--- config.mk ---
export PLATFORM = sky130hd
export DESIGN_NAME = cmd_ctrl
export DESIGN_NICKNAME = d
export VERILOG_FILES = /design/src/rtl/cmd_ctrl_pkg.sv /design/src/rtl/cmd_timeout.sv /design/src/rtl/cmd_ctrl.sv
export SDC_FILE = /design/constraint.sdc
export NUM_CORES = 1
export LEC_CHECK = 0
export CAP_MARGIN = 40
export CORE_MARGIN = 5
export CORE_UTILIZATION = 55
export DETAILED_ROUTE_END_ITERATION = 8
export DONT_BUFFER_PORTS = 1
export MAX_ROUTING_LAYER = met4
export PLACE_DENSITY = 0.8
export SYNTH_ARGS = -nofsm -noshare
export SYNTH_HDL_FRONTEND = slang
export SYNTH_SLANG_ARGS = --single-unit
--- constraint.sdc ---
create_clock -name clk -period 2.1 [get_ports clk]
set_input_delay 0.42 -clock clk [delete_from_list [all_inputs] [get_ports clk]]
set_output_delay 0.42 -clock clk [all_outputs]
set_load 0.01 [all_outputs]
--- src/rtl/cmd_ctrl_pkg.sv ---
// rtl/cmd_ctrl_pkg.sv - shared opcodes, FSM states and status bit positions for cmd_ctrl
package cmd_ctrl_pkg;

  localparam logic [2:0] OP_NOP   = 3'd0;
  localparam logic [2:0] OP_WRITE = 3'd1;
  localparam logic [2:0] OP_ACC   = 3'd2;
  localparam logic [2:0] OP_READ  = 3'd3;
  localparam logic [2:0] OP_CLR   = 3'd4;

  localparam int ST_TIMEOUT = 0;
  localparam int ST_ILLEGAL = 1;
  localparam int ST_BUSY    = 2;
  localparam int ST_OVERRUN = 3;

  typedef enum logic [2:0] {
    IDLE,
    LOAD,
    EXEC,
    RD_SETUP,
    RD_SEND,
    RD_WAIT
  } state_t;

  // Opcodes above OP_CLR carry no meaning and are rejected at dispatch.
  function automatic logic op_legal(input logic [2:0] op);
    return op <= OP_CLR;
  endfunction

endpackage

--- src/rtl/cmd_timeout.sv ---
// rtl/cmd_timeout.sv - saturating inter-byte cycle counter with expiry flag
module cmd_timeout #(
  parameter int TIMEOUT = 1000,
  parameter int TO_W    = $clog2(TIMEOUT + 1)
) (
  input  logic clk,
  input  logic rst,
  input  logic clr,
  input  logic en,
  output logic expired
);

  logic [TO_W-1:0] count;

  // Count idle cycles; clr restarts the window, the count holds once it hits TIMEOUT.
  always_ff @(posedge clk) begin
    if (rst || clr) begin
      count <= '0;
    end else if (en && (count != TO_W'(TIMEOUT))) begin
      count <= count + TO_W'(1);
    end
  end

  assign expired = (count == TO_W'(TIMEOUT));

endmodule

--- src/rtl/cmd_ctrl.sv ---
// rtl/cmd_ctrl.sv - host command framer, array dispatcher and readback streamer
module cmd_ctrl
  import cmd_ctrl_pkg::*;
#(
  parameter int  DATA_BYTES = 4,
  parameter int  N_SEL      = 16,
  parameter int  TIMEOUT    = 1000,
  localparam int DW         = 8 * DATA_BYTES,
  localparam int SEL_W      = (N_SEL > 1) ? $clog2(N_SEL) : 1
) (
  input  logic             clk,
  input  logic             rst,
  input  logic             rx_valid,
  input  logic [7:0]       rx_data,
  input  logic             tx_busy,
  output logic             tx_send,
  output logic [7:0]       tx_data,
  output logic [7:0]       cmd_addr,
  output logic [DW-1:0]    cmd_data,
  output logic             wr,
  output logic             acc,
  output logic             clear,
  output logic [SEL_W-1:0] sel,
  input  logic [DW-1:0]    rd_data,
  output logic [7:0]       status
);

  localparam int CNT_W    = $clog2(DATA_BYTES + 2) + 1;
  localparam int IDX_W    = (DATA_BYTES > 1) ? $clog2(DATA_BYTES) : 1;
  localparam int LAST_IDX = DATA_BYTES - 1;

  localparam logic [CNT_W-1:0] ADDR_CNT = CNT_W'(1);
  localparam logic [CNT_W-1:0] LAST_CNT = CNT_W'(DATA_BYTES + 1);
  localparam logic [SEL_W-1:0] LAST_SEL = SEL_W'(N_SEL - 1);

  state_t           state, state_n;
  logic [2:0]       op;
  logic [CNT_W-1:0] byte_cnt;
  logic [IDX_W-1:0] idx;
  logic             first_wait;
  logic [3:0]       frame_cnt;
  logic             timeout_flag, illegal_flag, overrun_flag;
  logic             to_expired;
  logic             wait_done;
  logic [7:0]       cur_byte;

  cmd_timeout #(
    .TIMEOUT (TIMEOUT)
  ) u_timeout (
    .clk     (clk),
    .rst     (rst),
    .clr     ((state != LOAD) || rx_valid),
    .en      (state == LOAD),
    .expired (to_expired)
  );

  // A byte arriving in the same cycle as expiry keeps the frame alive.
  assign wait_done = !first_wait && !tx_busy;
  assign cur_byte  = rd_data[8 * (LAST_IDX - int'(idx)) +: 8];
  assign status    = {frame_cnt, overrun_flag, (state != IDLE), illegal_flag, timeout_flag};

  // State register.
  always_ff @(posedge clk) begin
    if (rst) begin
      state <= IDLE;
    end else begin
      state <= state_n;
    end
  end

  // Next-state and strobe decode; strobes only come from single states so they never overlap.
  always_comb begin
    state_n = state;
    wr      = 1'b0;
    acc     = 1'b0;
    clear   = 1'b0;
    tx_send = 1'b0;
    tx_data = 8'h00;
    case (state)
      IDLE: begin
        if (rx_valid) state_n = LOAD;
      end
      LOAD: begin
        if (rx_valid) begin
          if (byte_cnt == LAST_CNT) state_n = EXEC;
        end else if (to_expired) begin
          state_n = IDLE;
        end
      end
      EXEC: begin
        case (op)
          OP_WRITE: wr    = 1'b1;
          OP_ACC:   acc   = 1'b1;
          OP_CLR:   clear = 1'b1;
          default:  ;
        endcase
        state_n = (op == OP_READ) ? RD_SETUP : IDLE;
      end
      RD_SETUP: begin
        state_n = RD_SEND;
      end
      RD_SEND: begin
        if (!tx_busy) begin
          tx_send = 1'b1;
          tx_data = cur_byte;
          state_n = RD_WAIT;
        end
      end
      RD_WAIT: begin
        if (wait_done) begin
          if (int'(idx) != LAST_IDX) state_n = RD_SEND;
          else if (sel == LAST_SEL)  state_n = IDLE;
          else                       state_n = RD_SETUP;
        end
      end
      default: state_n = IDLE;
    endcase
  end

  // Frame capture, readback indices and status flags.
  always_ff @(posedge clk) begin
    if (rst) begin
      op           <= OP_NOP;
      byte_cnt     <= '0;
      cmd_addr     <= 8'h00;
      cmd_data     <= '0;
      sel          <= '0;
      idx          <= '0;
      first_wait   <= 1'b0;
      frame_cnt    <= 4'h0;
      timeout_flag <= 1'b0;
      illegal_flag <= 1'b0;
      overrun_flag <= 1'b0;
    end else begin
      first_wait <= (state == RD_SEND) && !tx_busy;
      case (state)
        IDLE: begin
          if (rx_valid) begin
            op       <= rx_data[2:0];
            byte_cnt <= ADDR_CNT;
          end
        end
        LOAD: begin
          if (rx_valid) begin
            byte_cnt <= byte_cnt + CNT_W'(1);
            if (byte_cnt == ADDR_CNT) cmd_addr <= rx_data;
            else                      cmd_data <= (cmd_data << 8) | DW'(rx_data);
          end else if (to_expired) begin
            timeout_flag <= 1'b1;
          end
        end
        EXEC: begin
          if (op == OP_READ) sel <= '0;
          if (op_legal(op)) frame_cnt    <= frame_cnt + 4'd1;
          else              illegal_flag <= 1'b1;
          if (op == OP_CLR) begin
            timeout_flag <= 1'b0;
            illegal_flag <= 1'b0;
            overrun_flag <= 1'b0;
          end
        end
        RD_SETUP: begin
          idx <= '0;
        end
        RD_WAIT: begin
          if (wait_done) begin
            if (int'(idx) != LAST_IDX) idx <= idx + IDX_W'(1);
            else if (sel != LAST_SEL)  sel <= sel + SEL_W'(1);
          end
        end
        default: ;
      endcase
      // Frames are never queued: any byte outside IDLE/LOAD is lost and flagged.
      if (rx_valid && (state != IDLE) && (state != LOAD)) overrun_flag <= 1'b1;
    end
  end

endmodule

# Word-level counts from Yosys, hierarchy flattened
# Cells that the tools add are included.
# word_totals
reg_bits	74
latch_bits	0
ramBits	0
rom_bits	0
inputBits	44
output_inout_bits	64
wordCells	121
memories	0
# op_classes
n_addsub	6
mul	0
div	0
order_cmp	1
eq_ne	31
shifts	1
mux	39
n_bitwise	2
n_reduce_logical	28
# op_table
cell	count
$or 32x8->32	1
$shiftx 32x6->8	1
$mux 4	6
$ne 2x2->1 const B	11
$mux 3	7
$pmux 3 s6	1
$mux 8	2
$pmux 4 s2	2
$mux 1	15
$add 4x1->4 const B	3
$eq 3x2->1 const B	4
$reduce_and 3->1	4
$reduce_bool 2->1	6
$add 10x1->10 const B	1
$eq 10x10->1 const B	1
$ne 10x10->1 const B	1
$reduce_and 5->1	2
$eq 3x3->1 const B	3
$mux 2	4
$reduce_and 2->1	4
$eq 3x1->1 const B	2
$ne 3x3->1 const B	2
$logic_and 1x1->1	5
$eq 4x1->1 const B	1
other kinds (16)	19

# Longest topological paths before layout
# Gate-level depths: netlist (run 1).
# logic_depth
depth_word	5
ltp_mapped	8
mapped_depth_nobuf	6

# Cells and area by module
# A second synthesis (run 1) with hierarchy kept.
# unflattened
hier_cells	412
hier_area_um2	3493.4
# modules_own_cells
module	n_inst	cells_each	area_each_um2	seq_area_each_um2
cmd_ctrl	1	347	2932.8	1281.2
cmd_timeout	1	65	560.5	200.2

# Least setup slack after synthesis (run 1)
# OpenSTA, ideal clock, no wires.
# synth_timing
path_type	reg-to-output
startpoint	reg state[1]
endpoint	out wr
arrival_ns	1.331
required_time_ns	1.680
setup_slack_ns	0.349
stages_incl_launch_ff	4
path_buffers	1
cell_sequence	dfxtp_1 -> nor3b_1 -> clkbuf_1 -> nor4bb_1
# synth_between
elab_chain_len	2
# synth_lines
item	line_no	rtl
start: declaration	cmd_ctrl.sv:36	state_t state, state_n;
start signal: assignment	cmd_ctrl.sv:67	state <= state_n;
$eq 3x2->1	cmd_ctrl.sv:79	case (state)
$mux 1	cmd_ctrl.sv:79	
end: declaration	cmd_ctrl.sv:20	output logic wr,
# No other way between the ends.

# Final worst setup path (run 1)
# Same ends and word-level chain as after synthesis.

==> results.md, run 1 <==
* Asr flop ratio synth at 0
* Syn nets at 454
* Xor/xnor share of the synthesized area at 0.02862
* Final nets at 457
* Startpoint types: register
* Drt wl/cell at 16.14 um
* Layout cells sized above 1 at 0.1217
* Crit path kind: register to output pin
* Mux cell area share after synthesis at 0.06840
* Crit. Startpoint: state[1]
* Drt total wl at 7.845 mm
* First-pass GRT wire length at 12.14 mm
* Worst slack, placed at 0.3034 ns
* TritonCTS clock tree: done
* IO buf count at 0
* Sequential share of power at 0.515
* Die area at 0.007784 mm2
* Post-synth cell types at 40
* Grt ovf at 0
* Synth area leader: dfxtp_1
* Seq/Total Area, Yosys at 0.4401
* Drt first-iter violations at 221
* CP delay by family, top: simple AND/OR/NAND/NOR gates
* Final non-filler cell total at 486
* Relative slew slack at 0.6724
* Max Cap Viol at 0
* PwrDens at 818.7 mW/mm2
* Avg Inst Size Synth at 8.352 um2
* Status: finished, final reports clean
* Yosys warns at 0
* Dpl hpwl at 5.623 mm
* Post-Synth Adder-Cell Area at 0.02602
* Final Skew at 0.006456 ns
* Top cells by area, synth: dfxtp_1, nand2_1, a21oi_1, mux4_2, nor2_1
* Area Growth Syn to Fin at 10.45%
* Worst-path fanout max at 11
* CP max-delay cell: dfxtp_1
* Tmin final at 2.033 ns
* Largest net degree at the start of global routing at 65
* Main combinational cell family by area after synthesis: simple AND/OR/NAND/NOR gates
* Net Sw Power at 0.9084 mW
* H-tree depth at 3
* Multi-input logic area at 0.001774 mm2
* Post-synthesis simple-gate area fraction at 0.2706
* Placed cells at 464
* Die H at 88.23 um
* Synth top cells by count: nand2_1, dfxtp_1, a21oi_1, nor2_1, clkbuf_1
* Final Util at 0.6279
* Syn Std Cell Area at 0.003366 mm2
* Worst Setup End Kind: output pin
* Synth Area in Compound Gates at 0.1242
* Critical path, cell by cell: buf_6 -> nor3b_4 -> buf_6 -> nor4bb_4 -> buf_4
* Deepest clock path buffer count at 2
* Initial antenna violation count at 0
* WP buf/inv at 3
* Peak supply drop at 513.9 uV
* Register bit total from synthesis at 74
* Fmax at 0.4918 GHz
* Core area at 0.005921 mm2
* Worst Hold Class: primary input to register
* Ant. Diodes at 0
* Number of synthesized flops with an enable pin at 0
* Sw frac at 0.2985
* Max-slew violation count at 0
* I/O pin cnt at 108
* Filler Cell Count at 520
* Static leakage at 1.259 nW
* Vias in the first global route at 2592
* Logic gate share of total power at 0.146
* Most common cell in the netlist: nand2_1
* FF/Latch Area at 0.001484 mm2
* Clock buffer count from CTS at 9
* Most used DFF post-synth: dfxtp_1
* Worst slew pin tran at 0.4876 ns
* CP peak stage delay at 0.34 ns
* Hold path start: rst
* DRC Markers at 0
* Vias at 2853
* Worst-Skew Late Latency at 0.34 ns
* Final setup fails at 0
* Reg2reg start: byte_cnt[0]
* Final Worst Setup Slack at 0.06674 ns
* CTS clk-pin slew, worst paths at 0.08 ns
* CP required at 1.68 ns
* Initial Util at 0.5685
* Clock sinks at 74
* Row count at 28
* GP Congestion at 0.8985
* Cell Int Power at 2.135 mW
* Post-route ant nets at 0
* DRT Pass-1 Iters at 4
* Post-Syn Instances at 403
* Clock power frac at 0.339
* Synth top area share at 0.4401
* Period utilization at 0.9682
* Root Buffer Master: clkbuf_8
* Final hold violation count at 0
* Total GRT Usage at 0.2036
* Worst Path Arrival at 1.61 ns
* Vias per cell at 5.870
* CP most frequent cell: buf_6
* Chip width at 88.23 um
==> metrics by stage <==
stage                      TNS [ns]  instance area [um2]  total power [mW]  hold slack [ns]
final                             0                 3717             3.043           0.1444
after global routing      -0.005404                 3717             3.185           0.1195
after CTS                         0                 3652             3.035           0.1252
after detailed placement          0                 3441             2.003           0.4821
after global placement            0                 3441             1.991           0.4724
after floorplan                   0                 3366             1.915           0.4504
==> layout make-up <==
class | count | area share
tap | 75 | 0.02524
clock inverter | 5 | 0.01010
inverter | 8 | 0.008078
sequential | 74 | 0.3992
clock buffer | 11 | 0.04073
timing repair buffer | 18 | 0.03938
multi-input combinational | 295 | 0.4773
==> layout by cell type, fill, tap and decap left out, drive strengths merged, types with 8 or more instances in the layout <==
master  netlist  final
dfxtp        74     74
buf           6     18
nor2         25     25
mux4          8      8
nor3         10     10
inv           8      9
a21oi        59     59
nand3        16     16
nor2b         9      9
nand2        86     86
clkbuf       20     11
==> repair_timing <==
| item | CTS | global route |
|---|---|---|
| setup buffers | 1 | 5 |
| hold buffers | 0 | 0 |
| setup endpoints to repair | 10 | 10 |
| pin swaps | 1 | 0 |
| gates resized for setup | 4 | 6 |
==> state kept, by name (all words and copies together) (netlist names), 2 cells and up <==
name	count
cmd_data	32
sel	4
cmd_addr	8
idx	2
byte_cnt	4
u_timeout.count	10
op	3
frame_cnt	4
state	3
==> worst register-to-register path, stage by stage (launching register included) <==
cell	delay (ns)
dfxtp_1	0.41
ha_1	0.20
nor3b_1	0.18
buf_4	0.21
nand2b_1	0.18
buf_4	0.30
nand2_1	0.11
a21oi_1	0.15
==> metal layers <==
metal	GRT usage	wire length, um
met5	-	0
met4	0.1016	140
met3	0.06238	840
met2	0.3093	3694
met1	0.2445	3170
==> cells by family (layout without fill, tap and decap cells) <==
family,count (synthesis),count (layout)
AOI/OAI and AO/OA,78,78
xor gates and xnor gates,11,11
adders and majority gates,7,7
buffers and inverters,34,42
DFF,74,74
muxes,13,13
and+or+nand+nor,186,186
==> power by group through the flow <==
stage / sequential (mW) / clock [mW] / combinational (mW)
floorplan: 1.55 / 0 / 0.367
global route: 1.58 / 1.12 / 0.491
global placement: 1.58 / 0 / 0.408
finish: 1.57 / 1.03 / 0.443
CTS: 1.56 / 1.05 / 0.422
detailed placement: 1.59 / 0 / 0.416
==> path summary, 6_finish.rpt <==
kind                            slack, ns            to  depth (start not counted)
worst max-delay path                 0.07            wr                          5
worst min-delay path                 0.14  overrun_flag                          1
worst max register to register       0.29   cmd_data[9]                          7
worst min register to register       0.50   byte_cnt[1]                          2
No activity file was read; power rests on OpenSTA's default activity.
==> run 2, diff against run 1 <==
--- a/config.mk
+++ b/config.mk
@@ -5,6 +5,7 @@
 export SDC_FILE = /design/constraint.sdc
 export NUM_CORES = 1
 export LEC_CHECK = 0
+export ABC_AREA = 1
 export CAP_MARGIN = 40
 export CORE_MARGIN = 5
 export CORE_UTILIZATION = 55
==> results.md, run 2 <==
* Max-slew violation count at 0
* WHS at 0.1325 ns
* Reg2Reg Setup Slack at 0.44 ns
* Largest Register: cmd_data
* Vias per cell at 5.444
* Deepest clock path buffer count at 2
* Worst slew pin tran at 0.5220 ns
* PwrDens at 1088 mW/mm2
* Drt wl/cell at 14.33 um
* Final Worst Setup Slack at 0.07947 ns
* Synth top cells by count: nor2_1, dfxtp_1, nand2_1, o21ai_0, inv_1
* Status: finished, final reports clean
* Worst Path Arrival at 1.60 ns
* I/O pin cnt at 108
* GP Congestion at 0.8393
* Placed cells at 579
* Postcts setup bufs at 0
* Synth top area share at 0.4193
* Drt first-iter violations at 120
* Layout cells sized above 1 at 0.09073
* Die area at 0.008127 mm2
* Final non-filler cell total at 595
* Drt total wl at 8.528 mm
* Final hold violation count at 0
* Initial Util at 0.5597
* Reg2reg start: byte_cnt[0]
* DRT Pass-1 Iters at 6
* CP required at 1.68 ns
* Yosys warns at 0
* Syn nets at 566
* Grt ovf at 0
* Syn Std Cell Area at 0.003533 mm2
* Synth area leader: dfxtp_1
* Worst Reg-to-Reg Cells at 7
* H-tree depth at 3
* Number of synthesized flops with an enable pin at 0
* Static leakage at 1.611 nW
* Final Util at 0.5985
* Hold_buf cts at 0
* Peak supply drop at 623.4 uV
* Sequential share of power at 0.475
* Total GRT Usage at 0.2076
* Filler Cell Count at 599
* Relative slew slack at 0.6516
* Hold depth at 1
* Asr flop ratio synth at 0
* Worst-path fanout max at 11
* Worst-Skew Late Latency at 0.35 ns
* Largest net degree at the start of global routing at 33
* Post-synth cell types at 30
* Multi-input logic area at 0.001779 mm2
* Clock buffer count from CTS at 9
* CTS clk-pin slew, worst paths at 0.09 ns
* DRC Markers at 0
* Max Cap Viol at 0
* Register bit total from synthesis at 74
* Clock power frac at 0.253
* Worst slack, placed at 0.3830 ns
* Biggest regs: cmd_data: 32 flops, u_timeout.count: 10 flops, cmd_addr: 8 flops
* IO buf count at 0
* Root Buffer Master: clkbuf_8
* Hold Crit Endpoint: sel[1]
* Logic gate share of total power at 0.272
* TritonCTS clock tree: done
* Max FFs per register at 32
* Post-Syn Instances at 515
* Crit path kind: register to output pin
* Top cells by area, synth: dfxtp_1, nor2_1, o21ai_0, nand2_1, a21oi_1
* Final Skew at 0.01101 ns
* Avg Inst Size Synth at 6.861 um2
* Hold path start: rst
* Final setup fails at 0
* Most frequent cells in the layout: nor2_1, dfxtp_1, nand2_1, o21ai_0, inv_1
* Worst Setup End Kind: output pin
* Final nets at 564
* Dpl hpwl at 6.253 mm
* Sw frac at 0.4096
* First-pass GRT wire length at 13.93 mm
* Net Sw Power at 1.684 mW
* Fmax at 0.4949 GHz
* Chip width at 90.15 um
* Die H at 90.15 um
* Vias in the first global route at 3064
* Startpoint types: register
* Area Growth Syn to Fin at 6.940%
* Post-route ant nets at 0
* Vias at 3239
* Tmin final at 2.021 ns
* Commonest non-fill, non-tap cell in the layout: nor2_1
* Most used DFF post-synth: dfxtp_1
* FF/Latch Area at 0.001483 mm2
* Core area at 0.006314 mm2
* Cell Int Power at 2.427 mW
* Period utilization at 0.9622
* Most common cell in the netlist: nor2_1
* Worst Hold Class: primary input to register
* Row count at 29
* Seq/Total Area, Yosys at 0.4193
* Ant. Diodes at 0
* Resized Gates After CTS at 0
* Initial antenna violation count at 0
* Clock sinks at 74
* Worst r2r dst: cmd_data[12]
run 2: area by class of cell:
cell class,instances,share of cell area
timing repair buffer,7,0.01391
tap,77,0.02550
inverter,48,0.04901
sequential,74,0.3924
multi-input combinational,373,0.4709
clock buffer,9,0.03278
clock inverter,7,0.01556
run 2: metrics by stage:
step	setup TNS (ns)	power [mW]	cell area (um2)
floorplan	0	2.856	3533
global placement	0	3.013	3560
detailed placement	0	3.065	3560
CTS	-0.0003898	4.095	3742
global route	-0.02095	4.401	3779
finish	0	4.110	3779
run 2: worst max-delay path, stage by stage, from the launching register on:
cell,delay (ns)
dfxtp_1,0.54
inv_1,0.22
nor2_1,0.14
o21ai_0,0.12
a21oi_2,0.24
run 2: logic make-up after synthesis:
kind of cell               after synthesis  share of synthesized area
adders and majority gates                7                    0.02479
xor gates and xnor gates                 3                   0.007438
AOI/OAI and AO/OA                      103                     0.1480
DFF                                     74                     0.4193
buffers and inverters                   68                    0.08711
and+or+nand+nor                        260                     0.3134
run 2: how the worst max path moves through the flow:
stage	slack [ns]	cells after the start	start	end
2_1_floorplan	0.46	6	idx[0]	tx_data[0]
3_3_place_gp	0.44	5	state[1]	tx_data[6]
3_5_place_dp	0.38	5	state[0]	tx_data[2]
4_1_cts	-0.0004	5	state[1]	tx_data[2]
5_1_grt	-0.01	4	idx[1]	tx_data[3]
6_report	0.08	4	idx[1]	tx_data[5]
run 2: routing by layer:
metal / global-route usage / up-vias / routed length [um]
li1: - / 1653 / -
met1: 0.2224 / 1490 / 3429
met2: 0.3561 / 91 / 4413
met3: 0.08598 / 5 / 637
met4: 0.05087 / 0 / 48
met5: - / - / 0
run 2: power by group through the flow:
stage | sequential [mW] | clock (mW) | combinational, mW
after floorplan | 1.89 | 0 | 0.968
after global placement | 1.97 | 0 | 1.04
after detailed placement | 1.98 | 0 | 1.09
after CTS | 1.95 | 1.06 | 1.09
after global routing | 1.99 | 1.13 | 1.28
final | 1.95 | 1.04 | 1.12
